$ cat src/rtl/emmu_loader.sv
// EMMU translation-table loader: on a start pulse, walks a range of table entries and
// issues one low-word and one high-word emesh register write per entry.
module emmu_loader #(
  parameter int            AW       = 32,
  parameter logic [AW-1:0] MMU_BASE = '0,
  localparam int           PW       = 2*AW+40
) (
  input  logic          clk,
  input  logic          nreset,
  input  logic          start,
  input  logic [11:0]   entry_first,
  input  logic [12:0]   entry_count,
  input  logic [43:0]   trans_base,
  input  logic [43:0]   trans_stride,
  input  logic          reg_wait_in,
  output logic          reg_access_out,
  output logic [PW-1:0] reg_packet_out,
  output logic          busy,
  output logic          done
);

  // The state names the word the output register will take on its next load,
  // so every output is a flop and the packet stream has no bubbles.
  typedef enum logic [1:0] {
    IDLE,
    LO,
    HI,
    DONE
  } state_t;

  state_t        state;
  state_t        state_nxt;

  logic [11:0]   idx;
  logic [12:0]   remaining;
  logic [43:0]   value;
  logic [43:0]   stride;

  logic          advance;
  logic          launch;

  logic          access_nxt;
  logic [PW-1:0] packet_nxt;
  logic          busy_nxt;
  logic          done_nxt;

  logic [AW-1:0] lo_addr;
  logic [AW-1:0] hi_addr;

  function automatic logic [PW-1:0] make_packet(input logic [AW-1:0] addr,
                                                 input logic [AW-1:0] data);
    logic [PW-1:0] p;
    p           = '0;
    p[0]        = 1'b1;
    p[2:1]      = 2'b10;
    p[8 +: AW]  = addr;
    p[AW+8 +: AW] = data;
    return p;
  endfunction

  // The output register may take a new word unless it is holding a stalled packet.
  assign advance = !(reg_access_out && reg_wait_in);
  // A start while busy (including the done cycle) is dropped, not queued.
  assign launch  = (state == IDLE) && start && !busy;

  assign lo_addr = MMU_BASE | AW'({idx, 3'b000});
  assign hi_addr = MMU_BASE | AW'({idx, 3'b100});

  // NOTE: state and datapath flops use non-blocking assignments so every flop
  // samples the pre-edge values of its neighbours.
  always_ff @(posedge clk or negedge nreset) begin
    if (!nreset) begin
      state <= IDLE;
    end else begin
      state <= state_nxt;
    end
  end

  // NOTE: every combinational output gets a default before the case so no latch
  // is inferred on paths that do not assign it.
  always_comb begin
    state_nxt = state;
    unique case (state)
      IDLE: begin
        if (launch) begin
          state_nxt = (entry_count == 13'd0) ? DONE : LO;
        end
      end
      LO: begin
        if (advance) begin
          state_nxt = HI;
        end
      end
      HI: begin
        if (advance) begin
          state_nxt = (remaining == 13'd1) ? DONE : LO;
        end
      end
      DONE: begin
        if (advance) begin
          state_nxt = IDLE;
        end
      end
      default: state_nxt = IDLE;
    endcase
  end

  always_comb begin
    access_nxt = 1'b0;
    packet_nxt = '0;
    busy_nxt   = (state != IDLE);
    done_nxt   = (state == DONE);
    unique case (state)
      LO: begin
        access_nxt = 1'b1;
        packet_nxt = make_packet(lo_addr, AW'(value[31:0]));
      end
      HI: begin
        access_nxt = 1'b1;
        packet_nxt = make_packet(hi_addr, AW'(value[43:32]));
      end
      default: ;
    endcase
  end

  always_ff @(posedge clk or negedge nreset) begin
    if (!nreset) begin
      reg_access_out <= 1'b0;
      reg_packet_out <= '0;
      busy           <= 1'b0;
      done           <= 1'b0;
    end else if (advance) begin
      reg_access_out <= access_nxt;
      reg_packet_out <= packet_nxt;
      busy           <= busy_nxt;
      done           <= done_nxt;
    end
  end

  // Entry walk: step to the next entry once its high word is handed to the output.
  always_ff @(posedge clk or negedge nreset) begin
    if (!nreset) begin
      idx       <= '0;
      remaining <= '0;
      value     <= '0;
      stride    <= '0;
    end else if (launch) begin
      idx       <= entry_first;
      remaining <= entry_count;
      value     <= trans_base;
      stride    <= trans_stride;
    end else if (state == HI && advance && remaining != 13'd1) begin
      idx       <= idx + 12'd1;
      remaining <= remaining - 13'd1;
      value     <= value + stride;
    end
  end

endmodule

$ cat config.mk
export PLATFORM = sky130hd
export DESIGN_NAME = emmu_loader
export DESIGN_NICKNAME = d
export VERILOG_FILES = /design/src/rtl/emmu_loader.sv
export SDC_FILE = /design/constraint.sdc
export NUM_CORES = 1
export LEC_CHECK = 0
export ABC_CLOCK_PERIOD_IN_PS = 6500
export BUFFER_PORTS_ARGS = -buffer_cell sky130_fd_sc_hd__buf_2
export CAP_MARGIN = 20
export CORE_ASPECT_RATIO = 0.6
export CORE_MARGIN = 4
export CORE_UTILIZATION = 35
export DETAILED_ROUTE_END_ITERATION = 10
export GPL_TIMING_DRIVEN = 0
export RECOVER_POWER = 50
export SLEW_MARGIN = 20
export SYNTH_ARGS = -nofsm -noshare
export SYNTH_HDL_FRONTEND = slang
export SYNTH_SLANG_ARGS = --single-unit
export TNS_END_PERCENT = 50
$ cat constraint.sdc
create_clock -name clk -period 6.5 [get_ports clk]
set_clock_uncertainty 0.05 [all_clocks]
set_input_delay 0.975 -clock clk [delete_from_list [all_inputs] [get_ports clk]]
set_output_delay 0.975 -clock clk [all_outputs]
set_load 0.02 [all_outputs]
---- Word-level counts from Yosys, hierarchy flattened ----
Index checks and enable logic that the tools add are counted.
storage, ports and cells
  flip-flop bits (word level) ............. 222
  bits in latches ......................... 0
  RAM bits ................................ 0
  ROM bits ................................ 0
  bits of input ports ..................... 117
  output and inout port bits .............. 107
  word-level logic and storage cells ...... 49
  memories ................................ 0
cells by class
  add/subtract/negate cells ............... 3
  multipliers ............................. 0
  divide/modulo/power cells ............... 0
  magnitude comparators ................... 0
  equality and inequality tests ........... 9
  shift operators ......................... 0
  multiplexer cells ....................... 15
  bitwise operators ....................... 0
  reduce and logical (&&, ||, !) cells .... 13
operators by type and width
  operator                                            count
  case mux 72 bit (2 select lines)                    1
  2-to-1 mux 44 bit                                   2
  adder 44 bit                                        1
  2-to-1 mux 13 bit                                   2
  2-to-1 mux 12 bit                                   2
  == test 13 x 1 -> 1 bit, second input constant      1
  logical NOT 13 bit                                  1
  != test 13 x 1 -> 1 bit, second input constant      1
  subtractor 13 x 1 -> 13 bit, second input constant  1
  adder 12 x 1 -> 12 bit, second input constant       1
  2-to-1 mux 2 bit                                    6
  != test 2 bit, second input constant                4
  case mux 2 bit (4 select lines)                     1
  logical AND 1 bit                                   5
  == test 2 bit, second input constant                2
  AND reduction 4 bit                                 1
  nonzero test 2 bit                                  2
  == test 2 x 1 -> 1 bit, second input constant       1
  logical NOT 1 bit                                   2
  logical NOT 2 bit                                   1
  OR reduction 2 bit                                  1
  2-to-1 mux 1 bit                                    1

---- Logic depth before layout (Yosys ltp) ----
  depth in word-level cells ............... 6
  depth in mapped cells ................... 12
  mapped depth without buffers ............ 12

---- Worst setup path before layout ----
No wires, ideal clock.
  path kind ............................... register to register
  from .................................... register value[0]
  to ...................................... register value[40]
  setup time .............................. 0.122 ns
  arrival ................................. 2.777 ns
  required time ........................... 6.328 ns
  path slack .............................. 3.552 ns
  stages on the path, launching flop included .. 13
  buffers on the path ..................... 0
  clock period less this slack ............ 2.948 ns
  cells stage by stage .................... dfrtp_1 ha_1 inv_1 fa_1 nor2b_1 o211ai_1 a211oi_2 o211ai_1 a21oi_2 o21ai_1 nor3b_1 or4_1 a32o_1
between the ends
  word-level cells in the longest chain between the ends .. 3
ends and longest elaborated chain
  element                 RTL line  source
  start, declared         36        logic [43:0] value;
  start signal, assigned  150       value <= trans_base;
  start signal, assigned  155       value <= value + stride;
  adder 44 bit            155
  2-to-1 mux 44 bit       152       end else if (state == HI && advance && remaining != 13'd1) begin
  2-to-1 mux 44 bit       147       end else if (launch) begin
Every way passes these cells. The select of a mux whose other input is x is not followed.
A chain may end at the register's enable or synchronous reset.

==> impl_results.md <==
- Wire length per cell: 19.28 um
- Slowest CP cell: clkbuf_1
- Sequential-to-total area share from yosys stat: 41.20%
- Area delta synth->final: 21.05%
- Grt ovf: 0
- Vias per inst: 5.162
- Ranking of synthesized cells by area: dfrtp_1, nand2_1, ha_1, buf_4, a21oi_1
- CTS hold repair buffers: 0
- Final Util: 43.27%
- Clk_lat worst skew: 0.45 ns
- Post-synthesis register bit count: 163
- Layout cell share with drive strength beyond 1: 18.78%
- Post-CTS repair timing setup buffer count: 0
- Worst hold slack: 0.4204 ns
- Routed Antenna Nets: 0
- Initial antenna violation count: 1
- Synth cell types: 72
- Worst slew margin: -154.1%
- Cts repair resizes: 0
- Max-slew violation count: 67
- Leak pwr: 0.005862 uW
- Area leader, netlist: dfrtp_1
- Outcome: finished, violations left
- Max Clock Freq: 247.2 MHz
- RSZ-0062 raised after global routing: false
- Largest net degree at the start of global routing: 98
- Fillers: 2,849
- Post-synth EDFFs: 0
- Period minus WS final: 4.045 ns
- H-tree depth: 4
- Worst Min Path Start: done
- PD cells: 543.1 mW/mm^2
- Nets: 1,568
- Row Count: 47
- Primary FF master, synth: dfrtp_1
- GPL Wtd Cong: 0.9228
- Global-route wire length before repair: 51.86 mm
- Hold crit path type: register to register
- Via Count: 9,184
- Reg2reg start: value[0]
- Number of global-route vias before repair: 8,685
- Post-route DRC: 0
- Clock tree sinks: 163
- Final Hold Viols: 0
- Die X-Extent: 225.1 um
- CP Class: input port to asynchronous set/reset pin
- Setup TNS: 0 ns
- I/O Buffers: 166
- Pre-antenna DRT Iters: 5
- Worst Path Buf+Inv: 1
- Crit path largest cell delay: 2.62 ns
- Mapped Cells: 1,158
- Top cell type's share of synthesized area: 41.20%
- Placed inst area: 0.01144 sq mm
- Post-DP HPWL: 26.22 mm
- Maximum VDD drop: 0.2210 mV
- Syn_area_per_cell: 8.550 sq um
- Finished layout cell area: 0.01199 sq mm
- CP startpoint: nreset
- Nature of the critical path endpoint: asynchronous set/reset pin
- TritonCTS Buffers: 17
- Maxcap violations: 1
- I/O pins: 224
- Cell chain of the critical path: clkbuf_1
- # setup viols final: 0
- Initial DRC count: 858
- Starting Density: 35.75%
- CP Data Arrival Time: 3.67 ns
- Delay-heaviest family, CP: buffers and inverters
- Asr flop ratio synth: 100.0%
- Die height: 138.3 um
- GRT Util Overall: 21.65%
- Worst Tran Pin Value: 3.812 ns
- Fin crit share: 62.23%
- Synth warnings: 0
- CTS tree: yes
- Root Buffer: clkbuf_16
- Failing checks: max-capacitance violations, max-slew violations
- CP Max Fanout: 67
- Die ar.: 0.03113 sq mm
- Total Wirelength: 34.30 mm
- Startpoint Class: input port
- CORE AREA: 0.02770 sq mm
- Clock buffer depth: 2
- Syn Std Cell Area: 0.009901 sq mm
- Worst EP required: 6.13 ns
- Reg clk slew, reported paths: 0.06 ns
[tightest hold or removal path, cell delays in order (launching register included)]
cell and delay [ns]:
dfrtp_1 0.34, nand2_1 0.05, nand2_1 0.05
[cells in the mapped netlist, drive strengths merged, types with 14 or more instances]
library cell	count
nand2	249
inv	19
and3	14
ha	50
a22o	33
dfrtp	163
clkbuf	41
nor2	79
o21ai	80
xor2	26
a31oi	19
nand4	17
nor3	20
a21oi	89
a21o	16
buf	84
xnor2	27
nand3	16
[flip-flops by register name (all words and copies together), names as in the netlist]
register        count
busy                1
done                1
idx                12
reg_packet_out     46
remaining          13
state               2
stride             44
value              44
[layout make-up]
cell class	instances	area, sq um	share of cell area [%]
inverters	19	71.32	0.5951
clock buffers	20	456.7	3.810
plain buffers	125	728.2	6.076
multi-input cells	907	5233	43.66
flip-flops and latches	163	4079	34.03
clock inverters	10	125.1	1.044
diodes	1	2.502	0.02088
well taps	367	459.2	3.831
repair buffers	167	830.8	6.932
[worst paths after layout]
check / endpoint / slack (ns) / cells after the start
setup / recovery: stride[15] / 2.46 / 1
hold / removal: done / 0.42 / 2
setup reg to reg: value[42] / 2.82 / 12
hold reg to reg: done / 0.42 / 2
max in group clk: value[42] / 2.82 / 12
min in group asynchronous: value[40] / 1.80 / 1
[power breakdown]
| group | total, uW | internal [uW] | switching [uW] |
|---|---|---|---|
| clock | 1030 | 587 | 441 |
| combinational | 3560 | 1340 | 2220 |
| sequential | 1920 | 1470 | 444 |
[layer usage]
| layer | track usage, % | vias to the layer above | wire (um) |
|---|---|---|---|
| met5 | 0 | - | 0 |
| met4 | 5.700 | 0 | 559 |
| met3 | 3.877 | 32 | 2588 |
| met2 | 29.80 | 329 | 13880 |
| met1 | 34.57 | 4410 | 17270 |
| li1 | - | 4413 | - |
[logic make-up after synthesis]
kind of cell	synth area share (%)
simple gates	19.49
other cells	0.03788
flops	41.20
compound gates	19.47
buf+inv	8.075
mux	0.5181
xor+xnor	4.689
fa+ha+maj	6.521
[metrics by stage]
step | cells | setup WS [ns] | total power (uW)
after floorplan | 1214 | 3.552 | 4340
after global placement | 1747 | 1.762 | 5366
after detailed placement | 1748 | 2.844 | 5413
after CTS | 1778 | 2.832 | 6475
after global routing | 1779 | 1.578 | 7014
final | 1779 | 2.455 | 6509
[layout by cell type, fill, tap and decap left out, types with 6 or more instances in the layout]
cell type    n
conb_1      57
dfrtp_1    163
nand2_1    249
inv_1       19
clkbuf_16   17
nand3_1     16
o211ai_1     7
xor2_1      26
ha_1        50
a22o_1      33
buf_2      161
nand4_1     17
nor2b_1      6
o21bai_1     7
nor2_1      79
o21ai_0     77
and2_1       7
and3_1      14
buf_4       59
a21o_1      16
clkbuf_1    63
nor3_1      19
a22oi_1     12
a21oi_1     88
xnor2_1     27
buf_1        6
a31oi_1     19
(Power assumes the default switching activity.)
